## src/rtl/aes128_dec_key_sched.sv

```systemverilog
// ---------------------------------------------------------------------------
// aes128_dec_key_sched
//
// Decryption round-key scheduler for the AES-128 core.  A cipher key is
// expanded forward (one round per cycle) to obtain round key 10, which is
// cached.  For each decrypted block the scheduler drives the external
// inverse key-expansion unit so that round keys 10 down to 0 stream out
// under a valid/ready handshake.
//
// Ports
//   clk_sys          in   1    system clock, rising edge
//   rst              in   1    synchronous active-high reset
//   key_load         in   1    strobe: capture cipher_key, start expansion
//   cipher_key       in   128  cipher key, word 0 in [127:96]
//   key_ready        out  1    cached round key 10 is valid
//   dec_start        in   1    request one round-key sequence (IDLE only)
//   dec_ready        out  1    scheduler is in IDLE
//   round_key_10     out  128  cached round key 10 (to inverse unit)
//   inv_round_num    out  4    round_num of the inverse unit
//   inv_rkey_en      out  1    rkey_en of the inverse unit
//   round_key_inv_in in   128  round_key_inv_out of the inverse unit
//   rk_valid         out  1    rk_data / rk_index valid
//   rk_ready         in   1    consumer accepts the presented key
//   rk_index         out  4    round index of rk_data (10..0)
//   rk_data          out  128  round key
//   dec_done         out  1    one-cycle pulse after key 0 is transferred
// ---------------------------------------------------------------------------
module aes128_dec_key_sched (
  input  logic         clk_sys,
  input  logic         rst,
  input  logic         key_load,
  input  logic [127:0] cipher_key,
  output logic         key_ready,
  input  logic         dec_start,
  output logic         dec_ready,
  output logic [127:0] round_key_10,
  output logic [3:0]   inv_round_num,
  output logic         inv_rkey_en,
  input  logic [127:0] round_key_inv_in,
  output logic         rk_valid,
  input  logic         rk_ready,
  output logic [3:0]   rk_index,
  output logic [127:0] rk_data,
  output logic         dec_done
);

  typedef enum logic [2:0] {
    ST_NOKEY  = 3'd0,
    ST_EXPAND = 3'd1,
    ST_IDLE   = 3'd2,
    ST_K10    = 3'd3,
    ST_INV    = 3'd4
  } state_t;

  // Forward S-box, byte 0x00 in the most significant byte.
  localparam logic [2047:0] SBOX = {
    128'h637c777bf26b6fc53001672bfed7ab76,
    128'hca82c97dfa5947f0add4a2af9ca472c0,
    128'hb7fd9326363ff7cc34a5e5f171d83115,
    128'h04c723c31896059a071280e2eb27b275,
    128'h09832c1a1b6e5aa0523bd6b329e32f84,
    128'h53d100ed20fcb15b6acbbe394a4c58cf,
    128'hd0efaafb434d338545f9027f503c9fa8,
    128'h51a3408f929d38f5bcb6da2110fff3d2,
    128'hcd0c13ec5f974417c4a77e3d645d1973,
    128'h60814fdc222a908846eeb814de5e0bdb,
    128'he0323a0a4906245cc2d3ac629195e479,
    128'he7c8376d8dd54ea96c56f4ea657aae08,
    128'hba78252e1ca6b4c6e8dd741f4bbd8b8a,
    128'h703eb5664803f60e613557b986c11d9e,
    128'he1f8981169d98e949b1e87e9ce5528df,
    128'h8ca1890dbfe6426841992d0fb054bb16
  };

  function automatic logic [7:0] sbox(input logic [7:0] x);
    return SBOX[8*(255 - int'(x)) +: 8];
  endfunction

  function automatic logic [7:0] rcon(input logic [3:0] n);
    logic [7:0] r;
    case (n)
      4'd1:    r = 8'h01;
      4'd2:    r = 8'h02;
      4'd3:    r = 8'h04;
      4'd4:    r = 8'h08;
      4'd5:    r = 8'h10;
      4'd6:    r = 8'h20;
      4'd7:    r = 8'h40;
      4'd8:    r = 8'h80;
      4'd9:    r = 8'h1b;
      4'd10:   r = 8'h36;
      default: r = 8'h00;
    endcase
    return r;
  endfunction

  state_t       r_state, w_state_next;
  logic [3:0]   r_cnt, w_cnt_next;
  logic [127:0] r_key, w_key_next;
  logic [127:0] r_rk10, w_rk10_next;
  logic         r_key_ready, w_key_ready_next;
  logic         r_dec_done, w_dec_done_next;

  // One forward expansion step on r_key using rcon(r_cnt).
  logic [31:0]  w_rot, w_sub, w_t;
  logic [31:0]  w_w0, w_w1, w_w2, w_w3;
  logic [127:0] w_fwd;

  assign w_rot = {r_key[23:0], r_key[31:24]};

  genvar gi;
  generate
    for (gi = 0; gi < 4; gi++) begin : g_subword
      assign w_sub[gi*8 +: 8] = sbox(w_rot[gi*8 +: 8]);
    end
  endgenerate

  assign w_t   = w_sub ^ {rcon(r_cnt), 24'h0};
  assign w_w0  = r_key[127:96] ^ w_t;
  assign w_w1  = r_key[95:64]  ^ w_w0;
  assign w_w2  = r_key[63:32]  ^ w_w1;
  assign w_w3  = r_key[31:0]   ^ w_w2;
  assign w_fwd = {w_w0, w_w1, w_w2, w_w3};

  always_ff @(posedge clk_sys) begin
    if (rst) begin
      r_state     <= ST_NOKEY;
      r_cnt       <= 4'd0;
      r_key       <= '0;
      r_rk10      <= '0;
      r_key_ready <= 1'b0;
      r_dec_done  <= 1'b0;
    end else begin
      r_state     <= w_state_next;
      r_cnt       <= w_cnt_next;
      r_key       <= w_key_next;
      r_rk10      <= w_rk10_next;
      r_key_ready <= w_key_ready_next;
      r_dec_done  <= w_dec_done_next;
    end
  end

  always_comb begin
    w_state_next     = r_state;
    w_cnt_next       = r_cnt;
    w_key_next       = r_key;
    w_rk10_next      = r_rk10;
    w_key_ready_next = r_key_ready;
    w_dec_done_next  = 1'b0;

    dec_ready     = 1'b0;
    rk_valid      = 1'b0;
    rk_index      = 4'd0;
    rk_data       = '0;
    inv_round_num = 4'd0;
    inv_rkey_en   = 1'b0;

    case (r_state)
      ST_NOKEY: begin
      end

      ST_EXPAND: begin
        w_key_next = w_fwd;
        w_cnt_next = r_cnt + 4'd1;
        if (r_cnt == 4'd10) begin
          w_rk10_next      = w_fwd;
          w_key_ready_next = 1'b1;
          w_cnt_next       = 4'd0;
          w_state_next     = ST_IDLE;
        end
      end

      ST_IDLE: begin
        dec_ready = 1'b1;
        if (dec_start) begin
          w_cnt_next   = 4'd0;
          w_state_next = ST_K10;
        end
      end

      // Key 10 comes straight from the cache; stepping the inverse unit
      // with round_num 0 makes it load key 9 from round_key_10.
      ST_K10: begin
        rk_valid    = 1'b1;
        rk_index    = 4'd10;
        rk_data     = r_rk10;
        inv_rkey_en = rk_ready;
        if (rk_ready) begin
          w_cnt_next   = 4'd1;
          w_state_next = ST_INV;
        end
      end

      // The inverse register holds key 10-cnt; it is only stepped on a
      // transfer so it stays put across consumer stalls.
      ST_INV: begin
        rk_valid      = 1'b1;
        rk_index      = 4'd10 - r_cnt;
        rk_data       = round_key_inv_in;
        inv_round_num = r_cnt;
        inv_rkey_en   = rk_ready & (r_cnt != 4'd10);
        if (rk_ready) begin
          if (r_cnt == 4'd10) begin
            w_cnt_next      = 4'd0;
            w_dec_done_next = 1'b1;
            w_state_next    = ST_IDLE;
          end else begin
            w_cnt_next = r_cnt + 4'd1;
          end
        end
      end

      default: begin
        w_state_next = ST_NOKEY;
      end
    endcase

    // A new key overrides everything, including a sequence in flight.
    if (key_load) begin
      w_state_next     = ST_EXPAND;
      w_key_next       = cipher_key;
      w_cnt_next       = 4'd1;
      w_key_ready_next = 1'b0;
      w_dec_done_next  = 1'b0;
    end
  end

  assign key_ready    = r_key_ready;
  assign round_key_10 = r_rk10;
  assign dec_done     = r_dec_done;

endmodule

```

## config.mk

```make
export PLATFORM = sky130hd
export DESIGN_NAME = aes128_dec_key_sched
export DESIGN_NICKNAME = d
export VERILOG_FILES = /design/src/rtl/aes128_dec_key_sched.sv
export SDC_FILE = /design/constraint.sdc
export NUM_CORES = 1
export LEC_CHECK = 0
export ABC_AREA = 1
export BUFFER_PORTS_ARGS = -buffer_cell sky130_fd_sc_hd__buf_4
export CAP_MARGIN = 40
export CORE_AREA = 4 4 280 282
export CTS_CLUSTER_SIZE = 28
export DETAILED_ROUTE_END_ITERATION = 8
export DIE_AREA = 0 0 284 286
export SYNTH_ARGS = -nofsm -noshare
export SYNTH_HDL_FRONTEND = slang
export SYNTH_SLANG_ARGS = --single-unit
```

## constraint.sdc

```tcl
create_clock -name clk_sys -period 3.5 [get_ports clk_sys]
set_clock_uncertainty 0.1 [all_clocks]
set_input_delay 0.7 -clock clk_sys [delete_from_list [all_inputs] [get_ports clk_sys]]
set_output_delay 0.7 -clock clk_sys [all_outputs]
set_load 0.01 [all_outputs]
```

After elaboration in Yosys (flattened, before gate mapping). Memories as Yosys holds them, arrays and structs flattened. Cells that the tools add are included.

Memories: 1. Memory bits (read-only): 128. Output and inout port bits: 269. Bits of input ports: 261. Register bits after elaboration: 265.

Equality and inequality tests: 13. $add $sub $neg: 6. Shift-type cells: 4. Bitwise operators: 9. Reductions and logical operators: 12. Multiplexer cells: 21.

Memories: (no name shown) (depth 16, width 8, rd ports 1, clocked after Yosys merged registers in 0, write ports 0, line 81) `case (n)`.

Operator list (count): variable part select 2048 x 12 -> 8 bit, first input constant (4); two-way mux 128 bit (2); one-hot mux 128 bit (2 select lines) (1); XOR 32 bit (5); subtractor 8 x 8 -> 9 bit, first input constant (4); two-way mux 4 bit (5); one-hot mux 4 bit (4 select lines) (1); AND reduction 4 bit (4); one-hot mux 3 bit (5 select lines) (1); two-way mux 3 bit (4); != test 3 bit, second input constant (3); != test 2 bit, second input constant (4); one-hot mux 4 bit (2 select lines) (1); equality test 3 x 2 -> 1 bit, second input constant (2); two-way mux 1 bit (5); nonzero test 5 bit (1); adder 4 x 1 -> 4 bit, second input constant (1); equality test 4 bit, second input constant (1); != test 4 bit, second input constant (1); nonzero test 4 bit (1); OR reduction 2 bit (2); OR reduction 4 bit (1); subtractor 4 bit, first input constant (1); equality test 3 x 1 -> 1 bit, second input constant (1); 7 further kinds (9).

Logic depth before layout (Yosys ltp). Gate-level depths: netlist (run 1).

Depth after elaboration: 9. Depth in mapped cells: 24. Depth with buffers taken out: 23.

Worst setup path before layout (run 1). Ideal clock, no wire load.

Kind: register to register. Start point: reg r_key[1]. End point: reg r_rk10[8], in the netlist round_key_10[8]. Setup time: 109 ps. Period minus slack after synthesis: 2892 ps. Path slack: 608 ps. Arrival time: 2683 ps. Cell stages (with the launch flop): 24. Buffers on the path: 1. Required time: 3291 ps. Cells stage by stage: dfxtp_1 -> buf_2 -> inv_1 -> ha_1 -> nand2_1 -> inv_1 -> nor2_1 -> nand2_1 -> nand3_1 -> nand3_1 -> nand3_1 -> nand3_1 -> nand2_1 -> nand2_1 -> nand2_1 -> nand2_1 -> nand2_1 -> nand2_1 -> nand2_1 -> nand2_1 -> nand2_1 -> nand2_1 -> nand2_1 -> inv_1.

Word-level cells in the longest chain between the ends: 7.

Ends and longest elaborated chain: start, declared (line 99) `logic [127:0] r_key, w_key_next;`; start signal, assigned (line 136) `r_key <= w_key_next;`; subtractor 8 x 8 -> 9 bit (line 76) `return SBOX[8*(255 - int'(x)) +: 8];`; variable part select 2048 x 12 -> 8 bit (line 76); XOR 32 bit (line 118) `assign w_t = w_sub ^ {rcon(r_cnt), 24'h0};`; XOR 32 bit (line 119) `assign w_w0 = r_key[127:96] ^ w_t;`; XOR 32 bit (line 120) `assign w_w1 = r_key[95:64] ^ w_w0;`; XOR 32 bit (line 121) `assign w_w2 = r_key[63:32] ^ w_w1;`; XOR 32 bit (line 122) `assign w_w3 = r_key[31:0] ^ w_w2;`; end signal, assigned (line 137) `r_rk10 <= w_rk10_next;`; end, declared (line 100) `logic [127:0] r_rk10, w_rk10_next;`.

Every way passes these cells. A chain may end at the register's enable or synchronous reset.

Final worst setup path (run 1).
Start point: reg r_key[25]. End point: reg r_rk10[6], in the netlist round_key_10[6].

The elaborated chain is that of the path after synthesis.

==> reports/results.ini, run 1 <==
[run_status]
status = finished clean

[place]
post-dp-hpwl_um = 121000
place_ws_ns = 0.0324
place_congestion = 1.06
placed_cells = 6391
dpl_cell_area_mm2 = 0.0330
numPortBuffers = 529

[synthesis]
yosysTopAreaCell = nand2_1
ys_ff_latch = 265
synth_top_area_share_pct = 22.7
synth_area_leaders = nand2_1, nand3_1, dfxtp_1, inv_1, o21ai_0
syn_area_mm2 = 0.0265
ys_warn_count = 0
ys_seq_area_share_pct = 20.0
ys_types = 39
syn_inst = 4889
dominantRegCellSynth = dfxtp_1
syn_avg_cell_area_um2 = 5.41
synthArstFlopShare_pct = 0
syn_nets = 5214
synth_edf_count = 0

[floorplanning]
fp-row-count = 101
io-pin-count = 530
die_area_mm2 = 0.0812
core-area_mm2 = 0.0757
start_util_pct = 35.0
die_y_um = 286
die_w_um = 284

[global_route]
grt_max_degree = 105
grt_pass1_wl_um = 227000
grt_pass1_vias = 34532
grtUsageTotal_pct = 36.4
grt_antenna_before_repair = 5
grt_overflow = 0

[route]
drtAntennaViolNets = 0
drc = 0
finalWirelength_um = 156000
route.vias.total = 36686
first_iter_violations = 4106
dr.pass1.iters = 9
avgViaCountPerCell = 5.69
routedWlPerCell_um = 24.2

[critical_path]
worst-path-buf-inv = 3
cp_top_family = simple AND/OR/NAND/NOR gates
crit_path_end_kind = register
r2r-end = round_key_10[6]$_SDFFE_PP0P_
path_cells = inv_2 > buf_4 > ha_1 > nor2_1 > a21oi_1 > nand3_1 > nand3_1 > nand3_1 > nand3_1 > nand2_1 > nand2_1 > nand3_1 > nand2_1 > nand2_1 > nand3_1 > nand2_1 > nand2_1 > nand2_1 > inv_1
critPathSlowestCell = dfxtp_1
max_stage_delay_ns = 0.41
critPathRequiredTime_ns = 3.86
path_class = register to register
worstPathArrival_ns = 3.74
r2r_slack_ns = 0.13
crit_fanout = 6
worst-path-stages = 19
critPathLaunchType = register
timing.critical_path.mode_cell = nand2_1
reg2reg_depth = 19
worstReg2RegStart = r_key[25]$_SDFFE_PP0P_

[power]
p_per_area_mw_per_mm2 = 398
vdd_drop_max_mv = 0.320
power.leakage_nw = 17.1
finalPower_mw = 13.7

[layout]
syn2layout_area_growth_pct = 29.6
mostFrequentLayoutCell = nand2_1
fin_nets = 5776
fin_cells = 6450
final_area_mm2 = 0.0343
layout_common_cells = nand2_1, nand3_1, buf_4, inv_1, o21ai_0
final_util_pct = 45.3
final_layout_size_suffix_gt1_share_pct = 18.2

[cts]
cts_tree = done
post_cts_buffers = 0
cts_root_buffer = clkbuf_16
cts-htree-levels = 2
clkSlewWorstSetupHoldPaths_ns = 0.06
clkSinkCount = 265
cts_buffer_depth = 3
insertion_delay_ns = 0.57
cts_buffers = 36

[min_path]
hold_class = primary input to register
hold_start = cipher_key[101]
whs_endpoint = r_key[101]$_SDFFE_PP0P_
whs_path_depth = 3

[sta]
post-route-period-util_pct = 96.4
finalSetupViolations = 0
maxClockFrequency_ghz = 0.296
hold_violations = 0
tightest_slew_ns = 0.759
finalSetupTns_ns = 0
period_needed_ns = 3.37
maxSlewHeadroom_pct = 49.3
fin_hold_ws_ns = 0.312
slew_violations = 0
fin_ws_ns = 0.125

[flow_run]
cap_violations = 0

==> power by group <==
group | total (mW) | internal (mW) | switching, mW
sequential | 3.28 | 3.15 | 0.130
clock | 3.99 | 2.46 | 1.53
combinational | 6.39 | 2.07 | 4.33
==> cell type report <==
type | instances | area [µm²]
diodes | 2 | 5.00
well taps | 978 | 1220
flip-flops and latches | 265 | 5320
inverters | 526 | 1990
repair buffers | 834 | 6660
multi-input cells | 3788 | 17900
fillers | 8395 | 41400
clock inverters | 11 | 214
clock buffers | 46 | 1010
==> synth_stat cells, types with 2 or more instances <==
cell,number
buf_6,12
a21oi_1,233
nor3_1,4
or2_2,2
o211ai_1,54
nand2_2,25
a32o_1,4
clkbuf_1,152
nand2_4,2
nor2_2,12
a22o_1,22
xor2_1,8
ha_1,63
buf_1,54
a31oi_1,104
nand4_1,20
a21oi_2,5
nand2_1,1601
o21ai_1,12
nand3_2,5
clkinv_1,6
dfxtp_1,265
nor2_1,202
nand3_1,1094
buf_4,16
a211oi_1,2
o21ai_0,292
buf_2,76
inv_2,20
nand3b_1,14
inv_1,500
==> cell families (layout without fill, tap and decap cells) <==
kind of cell,Yosys count,count (layout),synth area share [%]
AND/OR/NAND/NOR,2985,2985,48.5
buffers and inverters,836,1417,12.8
AO/OA/AOI/OAI,731,731,15.3
flip-flops,265,265,20.0
adder cells (fa/ha/maj),64,64,3.05
XOR/XNOR,8,8,0.265
other,0,2,0
==> worst max-delay path by stage <==
stage	start	endpoint	slack, ns
floorplan	r_key[1]$_SDFFE_PP0P_	round_key_10[8]$_SDFFE_PP0P_	0.61
global placement	r_key[1]$_SDFFE_PP0P_	r_key[9]$_SDFFE_PP0P_	-0.02
detailed placement	r_key[1]$_SDFFE_PP0P_	r_key[9]$_SDFFE_PP0P_	0.03
CTS	r_key[16]$_SDFFE_PP0P_	round_key_10[24]$_SDFFE_PP0P_	0.04
global route	r_key[17]$_SDFFE_PP0P_	round_key_10[26]$_SDFFE_PP0P_	-0.009
finish	r_key[25]$_SDFFE_PP0P_	round_key_10[6]$_SDFFE_PP0P_	0.13
==> metal layers <==
metal / global-route usage, % / up-vias / part of all wire [%]
li1: - / 17234 / -
met1: 47.2 / 17154 / 41
met2: 59.2 / 1944 / 45
met3: 6.79 / 350 / 8.8
met4: 15.8 / 4 / 5.0
met5: 0 / - / 0.017
==> sequential cells by signal, indices dropped and copies added (netlist names) <==
register / count
dec_done: 1
key_ready: 1
r_key: 128
r_state: 3
round_key_10: 128
r_cnt: 4
==> worst reg2reg max path: stages, from the launching register on <==
cell and delay (ns):
dfxtp_1 0.41, inv_2 0.14, buf_4 0.20, ha_1 0.28, nor2_1 0.38, a21oi_1 0.18, nand3_1 0.20, nand3_1 0.13
nand3_1 0.09, nand3_1 0.27, nand2_1 0.18, nand2_1 0.08, nand3_1 0.10, nand2_1 0.12, nand2_1 0.10, nand3_1 0.09
nand2_1 0.08, nand2_1 0.05, nand2_1 0.07, inv_1 0.04
==> what timing repair did <==
action,4_1_cts,5_1_grt
pin swaps,0,1
endpoints found under the setup margin,5,53
gates resized for setup,2,31
endpoints found under the hold margin,0,0
hold buffers,0,0
No activity file was read; power rests on OpenSTA's default activity.
==> run 2: changes to the inputs <==
- REMOVE_ABC_BUFFERS: unset -> 1
==> reports/results.ini, run 2 (synthesis gave the netlist of run 1 again) <==
[floorplanning]
die_y_um = 286  ; unchanged
start_util_pct = 35.0  ; unchanged
fp-row-count = 101  ; unchanged
die_w_um = 284  ; unchanged
io-pin-count = 530  ; unchanged
die_area_mm2 = 0.0812  ; unchanged
core-area_mm2 = 0.0757  ; unchanged

[route]
routedWlPerCell_um = 24.2  ; +0.16%
finalWirelength_um = 155000  ; -0.68%
avgViaCountPerCell = 5.69  ; about the same
first_iter_violations = 3554  ; -13%
route.vias.total = 36403  ; -0.77%
dr.pass1.iters = 8  ; -1
drc = 0  ; unchanged
drtAntennaViolNets = 0  ; unchanged

[place]
place_ws_ns = 0.101  ; +0.0689 ns
place_congestion = 1.05  ; -0.48%
numPortBuffers = 529  ; unchanged
post-dp-hpwl_um = 119000  ; -1.8%

[sta]
hold_violations = 0  ; unchanged
period_needed_ns = 3.36  ; -0.0189 ns
fin_hold_ws_ns = 0.304  ; -0.00802 ns
maxSlewHeadroom_pct = 41.5  ; -7.8 points
tightest_slew_ns = 0.874  ; +0.115 ns
maxClockFrequency_ghz = 0.298  ; +0.56%
finalSetupViolations = 0  ; unchanged
grt_setup_unrepaired = yes
fin_ws_ns = 0.144  ; +0.0189 ns
finalSetupTns_ns = 0  ; unchanged
slew_violations = 0  ; unchanged
post-route-period-util_pct = 95.9  ; -0.54 points

[layout]
fin_nets = 5719  ; -0.99%
layout_common_cells = nand2_1, nand3_1, buf_4, inv_1, o21ai_0
final_util_pct = 44.6  ; -0.65 points
syn2layout_area_growth_pct = 27.7
final_layout_size_suffix_gt1_share_pct = 17.2  ; -0.95 points
mostFrequentLayoutCell = nand2_1
num_antenna_cells = 0  ; -2

[power]
p_per_area_mw_per_mm2 = 394  ; -1.1%
vdd_drop_max_mv = 0.290  ; -9.5%
power.leakage_nw = 16.9  ; -1.6%

[critical_path]
critPathRequiredTime_ns = 2.70  ; -1.16 ns
path_class = register to output port
critPathLaunchType = register
worstPathArrival_ns = 2.56  ; -1.18 ns
crit_path_end_kind = output port
r2r_slack_ns = 0.20  ; +0.07 ns
crit_fanout = 53  ; +47
worstReg2RegStart = r_key[0]$_SDFFE_PP0P_
critical_path.endpoint = rk_data[19]
cp-startpoint = r_state[1]$_SDFFE_PP0P_
r2r-end = r_key[11]$_SDFFE_PP0P_
reg2reg_depth = 21  ; +2

[flow_run]
cap_violations = 0  ; unchanged

[global_route]
grt_pass1_wl_um = 226000  ; -0.50%
grtUsageTotal_pct = 36.2  ; -0.22 points
grt_max_degree = 89  ; -15%
grt_overflow = 0  ; unchanged
grt_antenna_before_repair = 4  ; -1
grt_pass1_vias = 34609  ; +0.22%

[run_status]
status = finished clean

[cts]
cts_tree = done
cts-htree-levels = 2  ; unchanged
clkSlewWorstSetupHoldPaths_ns = 0.06  ; about the same
clkSinkCount = 265  ; unchanged
insertion_delay_ns = 0.58  ; about the same
post_cts_resized = 0  ; -2
cts_root_buffer = clkbuf_16
cts_buffer_depth = 3  ; unchanged
cts_buffers = 36  ; unchanged
cts_hold_buf = 0  ; unchanged
post_cts_buffers = 0  ; unchanged

[min_path]
hold_class = primary input to register

## run 2: critical path: stages, from the launching register on
cell	delay, ns
dfxtp_1	0.36
inv_1	0.07
nor2_1	0.15
inv_1	0.16
nor2_4	0.16
inv_4	0.14
buf_12	0.21
o21ai_0	0.47
buf_4	0.22
## run 2: how the worst min path moves through the flow
stage	depth (start not counted)	start	endpoint
2_1_floorplan	2	r_key[120]$_SDFFE_PP0P_	r_key[120]$_SDFFE_PP0P_
3_3_place_gp	2	key_ready$_SDFFE_PP0P_	key_ready$_SDFFE_PP0P_
3_5_place_dp	2	key_ready$_SDFFE_PP0P_	key_ready$_SDFFE_PP0P_
4_1_cts	3	cipher_key[47]	r_key[47]$_SDFFE_PP0P_
5_1_grt	3	cipher_key[94]	r_key[94]$_SDFFE_PP0P_
6_report	3	cipher_key[41]	r_key[41]$_SDFFE_PP0P_
## run 2: power by group
part,internal (mW),switching (mW)
clock network,2.18,1.61
registers,3.15,0.125
logic,1.99,4.27
total,7.31,6.00
## run 2: per-layer routing
layer  vias to the layer above  share of wire, %  GRT usage, %
met5                         -             0.027             0
met4                         6               6.6          19.9
met3                       445               8.7          7.12
met2                      2009                45          59.8
met1                     16829                39          44.3
li1                      17114                 -             -
## run 2: area by class of cell
| type | count | area (µm²) |
|---|---|---|
| Sequential cell | 265 | 5310 |
| Clock inverter | 11 | 133 |
| Clock buffer | 51 | 1020 |
| Tap cell | 978 | 1220 |
| Multi-Input combinational cell | 3788 | 17900 |
| Timing Repair Buffer | 777 | 6260 |
| Inverter | 526 | 1990 |
| Fill cell | 8440 | 41900 |
## run 2: metrics by stage
step	total power, mW	cell area, µm²	cells
3_5_place_dp	9.41	32600	6334
4_1_cts	13.2	33700	6396
5_1_grt	14.0	33800	6396
2_1_floorplan	6.67	25100	4579
3_3_place_gp	9.48	32600	6334
6_report	13.3	33800	6396
